--- src/rtl/decrement_then_stop_srst_if.sv ---
// Bus bundle for decrement_then_stop_srst: control/data inputs and count/status outputs.
// The master side drives the load values, step and enable; the slave is the counter.
interface decrement_then_stop_srst_if #(
  parameter int Bits = 8
);
  logic            en_i;
  logic [Bits-1:0] start_val_i;
  logic [Bits-1:0] end_val_i;
  logic [Bits-1:0] step_i;
  logic [Bits-1:0] count_o;
  logic [Bits-1:0] remaining_o;
  logic            done_o;
  logic            done_pulse_o;

  modport master (
    output en_i, start_val_i, end_val_i, step_i,
    input  count_o, remaining_o, done_o, done_pulse_o
  );

  modport slave (
    input  en_i, start_val_i, end_val_i, step_i,
    output count_o, remaining_o, done_o, done_pulse_o
  );
endinterface

--- src/rtl/decrement_then_stop_srst.sv ---
// Saturating down-counter: loads start/floor on srst_i, steps down while en_i, holds at the floor.
// Optional simulation checks are compiled in with DECREMENT_THEN_STOP_ASSERT_EN.
module decrement_then_stop_srst #(
  parameter int Bits = 8
) (
  input logic                         clk_i,
  input logic                         srst_i,
  decrement_then_stop_srst_if.slave   bus
);

  typedef enum logic {
    ST_COUNT = 1'b0,
    ST_DONE  = 1'b1
  } state_t;

  state_t          r_state, w_state_next;
  logic [Bits-1:0] r_count, w_count_next;
  logic [Bits-1:0] r_end, w_end_next;
  logic [Bits-1:0] r_remaining, w_remaining_next;
  logic            r_done, w_done_next;
  logic            r_pulse, w_pulse_next;
  logic [Bits-1:0] w_diff;

  // Distance to the floor; never negative once a valid load has happened.
  assign w_diff = r_count - r_end;

  always_ff @(posedge clk_i) begin
    r_state     <= w_state_next;
    r_count     <= w_count_next;
    r_end       <= w_end_next;
    r_remaining <= w_remaining_next;
    r_done      <= w_done_next;
    r_pulse     <= w_pulse_next;
  end

  always_comb begin
    w_state_next     = r_state;
    w_count_next     = r_count;
    w_end_next       = r_end;
    w_remaining_next = r_remaining;
    w_done_next      = r_done;
    w_pulse_next     = 1'b0;

    if (srst_i) begin
      w_count_next     = bus.start_val_i;
      w_end_next       = bus.end_val_i;
      w_remaining_next = bus.start_val_i - bus.end_val_i;
      w_done_next      = (bus.start_val_i == bus.end_val_i);
      w_state_next     = (bus.start_val_i == bus.end_val_i) ? ST_DONE : ST_COUNT;
    end else if (bus.en_i) begin
      case (r_state)
        ST_COUNT: begin
          if (bus.step_i >= w_diff) begin
            w_count_next     = r_end;
            w_remaining_next = '0;
            w_done_next      = 1'b1;
            w_pulse_next     = 1'b1;
            w_state_next     = ST_DONE;
          end else begin
            w_count_next     = r_count - bus.step_i;
            w_remaining_next = w_diff - bus.step_i;
          end
        end
        default: begin
          w_state_next = ST_DONE;
        end
      endcase
    end
  end

  assign bus.count_o      = r_count;
  assign bus.remaining_o  = r_remaining;
  assign bus.done_o       = r_done;
  assign bus.done_pulse_o = r_pulse;

`ifdef DECREMENT_THEN_STOP_ASSERT_EN
  always @(posedge clk_i) begin
    if (srst_i) begin
      assert (bus.end_val_i <= bus.start_val_i)
        else $error("invalid load: end_val_i=%h > start_val_i=%h", bus.end_val_i, bus.start_val_i);
    end else if (bus.en_i) begin
      assert (r_count >= r_end)
        else $error("invariant breach: count=%h below end=%h", r_count, r_end);
    end
  end
`else
`endif

endmodule

--- src/flat_wrapper.sv ---
// flat-port wrapper written by rule: the top's interface ports become plain ports
module decrement_then_stop_srst_flat 
#(
  parameter int Bits = 8
)
  (clk_i, srst_i, bus_en_i, bus_start_val_i, bus_end_val_i, bus_step_i, bus_count_o, bus_remaining_o, bus_done_o, bus_done_pulse_o);
  decrement_then_stop_srst_if #(.Bits(Bits)) bus_i ();
  input logic clk_i;
  input logic srst_i;
  input wire logic [$bits(bus_i.en_i)-1:0] bus_en_i;
  input wire logic [$bits(bus_i.start_val_i)-1:0] bus_start_val_i;
  input wire logic [$bits(bus_i.end_val_i)-1:0] bus_end_val_i;
  input wire logic [$bits(bus_i.step_i)-1:0] bus_step_i;
  output wire logic [$bits(bus_i.count_o)-1:0] bus_count_o;
  output wire logic [$bits(bus_i.remaining_o)-1:0] bus_remaining_o;
  output wire logic [$bits(bus_i.done_o)-1:0] bus_done_o;
  output wire logic [$bits(bus_i.done_pulse_o)-1:0] bus_done_pulse_o;
  assign bus_i.en_i = bus_en_i;
  assign bus_i.start_val_i = bus_start_val_i;
  assign bus_i.end_val_i = bus_end_val_i;
  assign bus_i.step_i = bus_step_i;
  assign bus_count_o = bus_i.count_o;
  assign bus_remaining_o = bus_i.remaining_o;
  assign bus_done_o = bus_i.done_o;
  assign bus_done_pulse_o = bus_i.done_pulse_o;
  decrement_then_stop_srst #(.Bits(Bits)) u_core (.clk_i(clk_i), .srst_i(srst_i), .bus(bus_i));
endmodule
--- config.mk ---
export PLATFORM = sky130hd
export DESIGN_NAME = decrement_then_stop_srst_flat
export DESIGN_NICKNAME = d
export VERILOG_FILES = /design/src/rtl/decrement_then_stop_srst_if.sv /design/src/rtl/decrement_then_stop_srst.sv /design/src/flat_wrapper.sv
export SDC_FILE = /design/constraint.sdc
export NUM_CORES = 1
export LEC_CHECK = 0
export ABC_AREA = 1
export CORE_MARGIN = 2
export CORE_UTILIZATION = 40
export DETAILED_ROUTE_END_ITERATION = 10
export DONT_BUFFER_PORTS = 1
export PLACE_DENSITY = 0.66
export SETUP_SLACK_MARGIN = 0.05
export SYNTH_ARGS = -nofsm -noshare
export SYNTH_HDL_FRONTEND = slang
export SYNTH_SLANG_ARGS = --single-unit
--- constraint.sdc ---
create_clock -name clk_i -period 2.9 [get_ports clk_i]
set_input_delay 0.58 -clock clk_i [delete_from_list [all_inputs] [get_ports clk_i]]
set_output_delay 0.58 -clock clk_i [all_outputs]
set_load 0.02 [all_outputs]
Word level (Yosys, flattened, before mapping):

Cells that the tools add are included.
W data, S select, Z words.

* latch bits: 0
* output and inout bits: 18
* ROM bits: 0
* input port bits: 27
* memories: 0
* register bits: 27
* logic and storage cells: 36
* RAM bits: 0

* reductions and logical operators: 5
* $add $sub $neg: 4
* equal/unequal tests: 2
* shift operators: 0
* divide/modulo/power cells: 0
* bitwise gates (word level): 1
* multiplexer cells: 17
* magnitude comparators: 1
* $mul: 0

Operators by type and width (count)
* $mux W8: 8
* $sub A8 B8 Y8: 4
* $mux W1: 9
* $eq A8 B8 Y1: 1
* $ge A8 B8 Y1: 1
* $reduce_bool A2 Y1: 2
* $reduce_and A3 Y1: 1
* $reduce_or A3 Y1: 1
* $ne A2 B2 Y1 const B: 1
* $reduce_and A2 Y1: 1
* $not A1 Y1: 1

Longest topological paths before layout:

* depth after elaboration: 6
* mapped depth: 20
* gate-level depth less buffers: 19

Worst setup path before layout:

No wires, ideal clock.

* kind: register to register
* start point: reg u_core.r_count[2], in the netlist u_core.bus.count_o[2]
* end point: reg u_core.r_count[2], in the netlist u_core.bus.count_o[2] (data pin)
* required time: 2.647 ns
* cell stages (with the launch flop): 19
* data arrival time: 2.729 ns
* library setup time: 0.253 ns
* setup slack: -0.082 ns
* period minus slack after synthesis: 2.982 ns
* path buffers: 1
* cells stage by stage: edfxtp_1 > ha_1 > nand2_1 > o21ai_0 > nand2_1 > nor2_1 > nand2_1 > nand3_1 > nand2_1 > ha_1 > nand2_1 > inv_1 > a21oi_1 > nand2_4 > nand2_2 > buf_6 > nand2_1 > nand3_1 > nand2_1

* word-level cells in the longest chain between the ends: 6
* elaborated cells between the ends (all ways): 7
* those cells by class: add/sub (2); order compare (1); mux (4)

Ends and longest elaborated chain
* from (decl): line decrement_then_stop_srst.sv:17 `logic [Bits-1:0] r_count, w_count_next;`
* from (signal assigned): line decrement_then_stop_srst.sv:29 `r_count <= w_count_next;`
* $sub A8 B8 Y8: line decrement_then_stop_srst.sv:25 `assign w_diff = r_count - r_end;`
* $ge A8 B8 Y1: line decrement_then_stop_srst.sv:53 `if (bus.step_i >= w_diff) begin`
* $mux W8 (*): line decrement_then_stop_srst.sv:53
* $mux W8 (*): line decrement_then_stop_srst.sv:51 `case (r_state)`
* $mux W8 (*): line decrement_then_stop_srst.sv:50 `end else if (bus.en_i) begin`
* $mux W8 (*): line decrement_then_stop_srst.sv:44 `if (srst_i) begin`
* via u_core.w_count_next[2]: line decrement_then_stop_srst.sv:17

The timed path passes the listed nets; every way through them passes the cells marked *. The select of a mux whose other input is x is not followed.
A chain may end at the register's enable or synchronous reset.

Worst setup path after layout:

* start point: reg u_core.r_end[0]
* end point: reg u_core.r_remaining[5], in the netlist u_core.bus.remaining_o[5] (data pin)

* word-level cells in the longest chain between the ends: 6
* elaborated cells between the ends (all ways): 7
* those cells by class: add/sub (2); order compare (1); mux (4)

Ends and longest elaborated chain
* from (decl): line decrement_then_stop_srst.sv:18 `logic [Bits-1:0] r_end, w_end_next;`
* from (signal assigned): line decrement_then_stop_srst.sv:30 `r_end <= w_end_next;`
* $sub A8 B8 Y8 (*): line decrement_then_stop_srst.sv:25
* $sub A8 B8 Y8 / $ge A8 B8 Y1 (equally long branches): line decrement_then_stop_srst.sv:61, decrement_then_stop_srst.sv:53
* $mux W8 (*): line decrement_then_stop_srst.sv:53
* $mux W8 (*): line decrement_then_stop_srst.sv:51
* $mux W8 (*): line decrement_then_stop_srst.sv:50
* $mux W8 (*): line decrement_then_stop_srst.sv:44
* via u_core.w_remaining_next[5]: line decrement_then_stop_srst.sv:19 `logic [Bits-1:0] r_remaining, w_remaining_next;`
* to (signal assigned): line decrement_then_stop_srst.sv:31 `r_remaining <= w_remaining_next;`
* to (decl): line decrement_then_stop_srst.sv:19

Marked as above.

==> out/results.ini <==
[run_status]
status=finished clean

[sta]
rsz0062_at_grt=true
hold_viol_final=0
max_freq_mhz=360
maxSlewViolCount=0
finClkSkew_ns=0.00358
setup_viol=0
setup_tns_ns=0
fin_hold_ws_ns=0.376
slew_headroom_pct=66.0
period_needed_ns=2.77
tightest_slew_ns=0.507
finalCritPeriodShare_pct=95.7

[worst_hold_path]
hold_class=in2reg
whs_path_depth=1
hold_start=srst_i
hold_path_end=u_core.bus.done_pulse_o

[worst_setup_path]
r2r_slack_ns=0.13
cp.arrival_ns=2.81
startpoint_type=flip-flop
cpPeakStageDelay_ns=0.47
crit_path_max_fanout=4
worstSetupPathType=reg2reg
cp_data_required_time_ns=2.94
critPathSlowestCell=edfxtp_1
ff2ff_path_depth=14
crit_top_cell=nand2_1
cp-end-kind=flip-flop
path_cells=ha_4, fa_2, inv_2, a31oi_1, xor2_1, inv_1, ha_4, buf_4, nand2_1, or2_2, nand3_1, nand2_1, nand3_2, nand2_1
worstReg2RegEnd=u_core.bus.remaining_o[5]
r2r-start=u_core.r_end[0]

[routing]
firstDrtPassIters=5
initialDrtViolationCount=97
vias=2196
drc=0
routed_wl_mm=6.32
routedWlPerCell_um=14.8
drtAntennaViolNets=0
drt-vias-per-instance=5.15

[die]
core_area_um2=5990
die_area_um2=6950
die_w_um=83.4
initial_core_util_pct=42.1
fp-row-count=28
die_h_um=83.4
io_pins=45

[cells_and_area]
stdcell_count=426
final_cell_mix=nand2_1 (84), inv_1 (58), nand3_1 (32), edfxtp_1 (26), ha_1 (23)
diodes=0
area_growth_syn_to_layout_pct=17.1
fin_util_pct=49.3
fillers=578
fin_nets=412
drive_gt1_share_pct=16.5
layout_commonest_cell=nand2_1

[synth]
yosysWarnings=0
postSynthCellCount=329
synth_edf_count=26
synth_top_area_share_pct=31.0
synth_top_area_cell=edfxtp_1
synth_seq_area_share_pct=31.8
synthDistinctLibCells=30
avgSynthCellArea_um2=7.66
synth_area_um2=2520
synth_ff_type=edfxtp_1
synth_seq_cells=27
synth_area_leaders=edfxtp_1 (31%), ha_1 (14%), nand2_1 (13%), inv_1 (8.9%), nand3_1 (7.0%)
syn-num-nets=389
synthArstFlopShare_pct=0

[clocking]
clock_path_buffers=2
numCtsBuffers=3
clk_transition_reported_paths_ns=0.10
cts_sinks=27
cts_hold_buf=0
htreeDepth=1
worst_skew_pair.late_latency_ns=0.28
cts_tree=built
root_buffer=clkbuf_8

[global_routing]
overflow=0
grt.total_usage_pct=17.3
grt_max_degree=25
grt_first_pass_wirelength_mm=9.94
antenna_found_initial=0
grt_pass1_vias=2102

[run]
cap_violations=0

[placed_design]
hpwl_mm=4.94
placed_cells=416
gp_congestion=0.871
io_buffers=0

[pwr]
peakVddDrop_v=0.000639
p_per_area_nw_per_um2=1300
power_uw=3840
p_leak_uw=0.00147

per-stage QoR:
step | cell area (µm²) | setup slack, ns
floorplan | 2540 | 0.0623
global placement | 2730 | -0.0439
detailed placement | 2730 | -0.0717
CTS | 2790 | 0.0609
global route | 2950 | -0.0440
finish | 2950 | 0.125
worst max path at each step:
stage	startpoint	end	slack (ns)	cells after the start
final	u_core.r_end[0]	u_core.bus.remaining_o[5]	0.13	14
after global routing	u_core.bus.count_o[1]	u_core.bus.count_o[5]	-0.04	17
after CTS	u_core.r_end[0]	u_core.bus.remaining_o[6]	0.06	15
after detailed placement	u_core.r_end[0]	u_core.bus.remaining_o[6]	-0.07	15
after global placement	u_core.r_end[0]	u_core.bus.remaining_o[6]	-0.04	15
after floorplan	u_core.bus.count_o[0]	u_core.bus.count_o[2]	0.06	17
routing by layer:
| metal | wire length (µm) | track usage [%] |
|---|---|---|
| met4 | 26 | 3.73 |
| met1 | 3010 | 24.7 |
| met5 | 0 | 0 |
| met3 | 342 | 2.39 |
| met2 | 2940 | 28.1 |
Yosys cell counts (all sizes together) (2+ instances only):
library cell,number
nand2,93
inv,60
nand3,36
ha,29
edfxtp,26
a21oi,17
nor2,12
o21ai,10
nand4,8
xor2,8
nand3b,5
buf,4
fa,4
xnor2,4
o21bai,3
o21a,2
o22ai,2
or2,2
timing repair:
action	CTS	global route
resized for setup	4	23
pin swaps	0	23
setup endpoints to repair	15	19
setup buffers	0	6
cell type report:
cell class / instances / area, µm² / share of cell area [%]
Sequential cell: 27 / 801 / 27.1
Tap cell: 75 / 93.8 / 3.18
Inverter: 61 / 229 / 7.76
Multi-Input combinational cell: 237 / 1610 / 54.6
Timing Repair Buffer: 22 / 169 / 5.72
Clock buffer: 3 / 41.3 / 1.40
Clock inverter: 1 / 7.51 / 0.254
state kept, by name, indices dropped and copies added, names as in the netlist:
name and cells:
u_core.bus.done_o 1, u_core.bus.done_pulse_o 1, u_core.bus.remaining_o 8, u_core.bus.count_o 8, u_core.r_state 1, u_core.r_end 8
logic make-up (layout without fill, tap and decap cells):
family          Yosys count  after routing  synth area share [%]
compound gates           36             36                  7.89
buf+inv                  65             87                  10.1
simple gates            156            156                  28.5
fa+ha+maj                33             33                  17.6
flops                    27             27                  31.8
xor+xnor                 12             12                  4.17
critical path, delay by kind of cell, from the launching register on:
| family | cells | cell delay, ns |
|---|---|---|
| AOI/OAI and AO/OA | 1 | 0.09 |
| xor gates and xnor gates | 1 | 0.15 |
| adders and majority gates | 3 | 0.88 |
| buffers and inverters | 3 | 0.29 |
| DFF | 1 | 0.47 |
| and+or+nand+nor | 6 | 0.64 |
power breakdown:
part           switching, µW  leakage [µW]  total, µW  internal, µW
clock                    127     0.0000217        225          97.7
combinational           1600       0.00118       2810          1200
sequential               179      0.000272        808           628
total                   1910       0.00147       3840          1930
(Power assumes the default switching activity.)
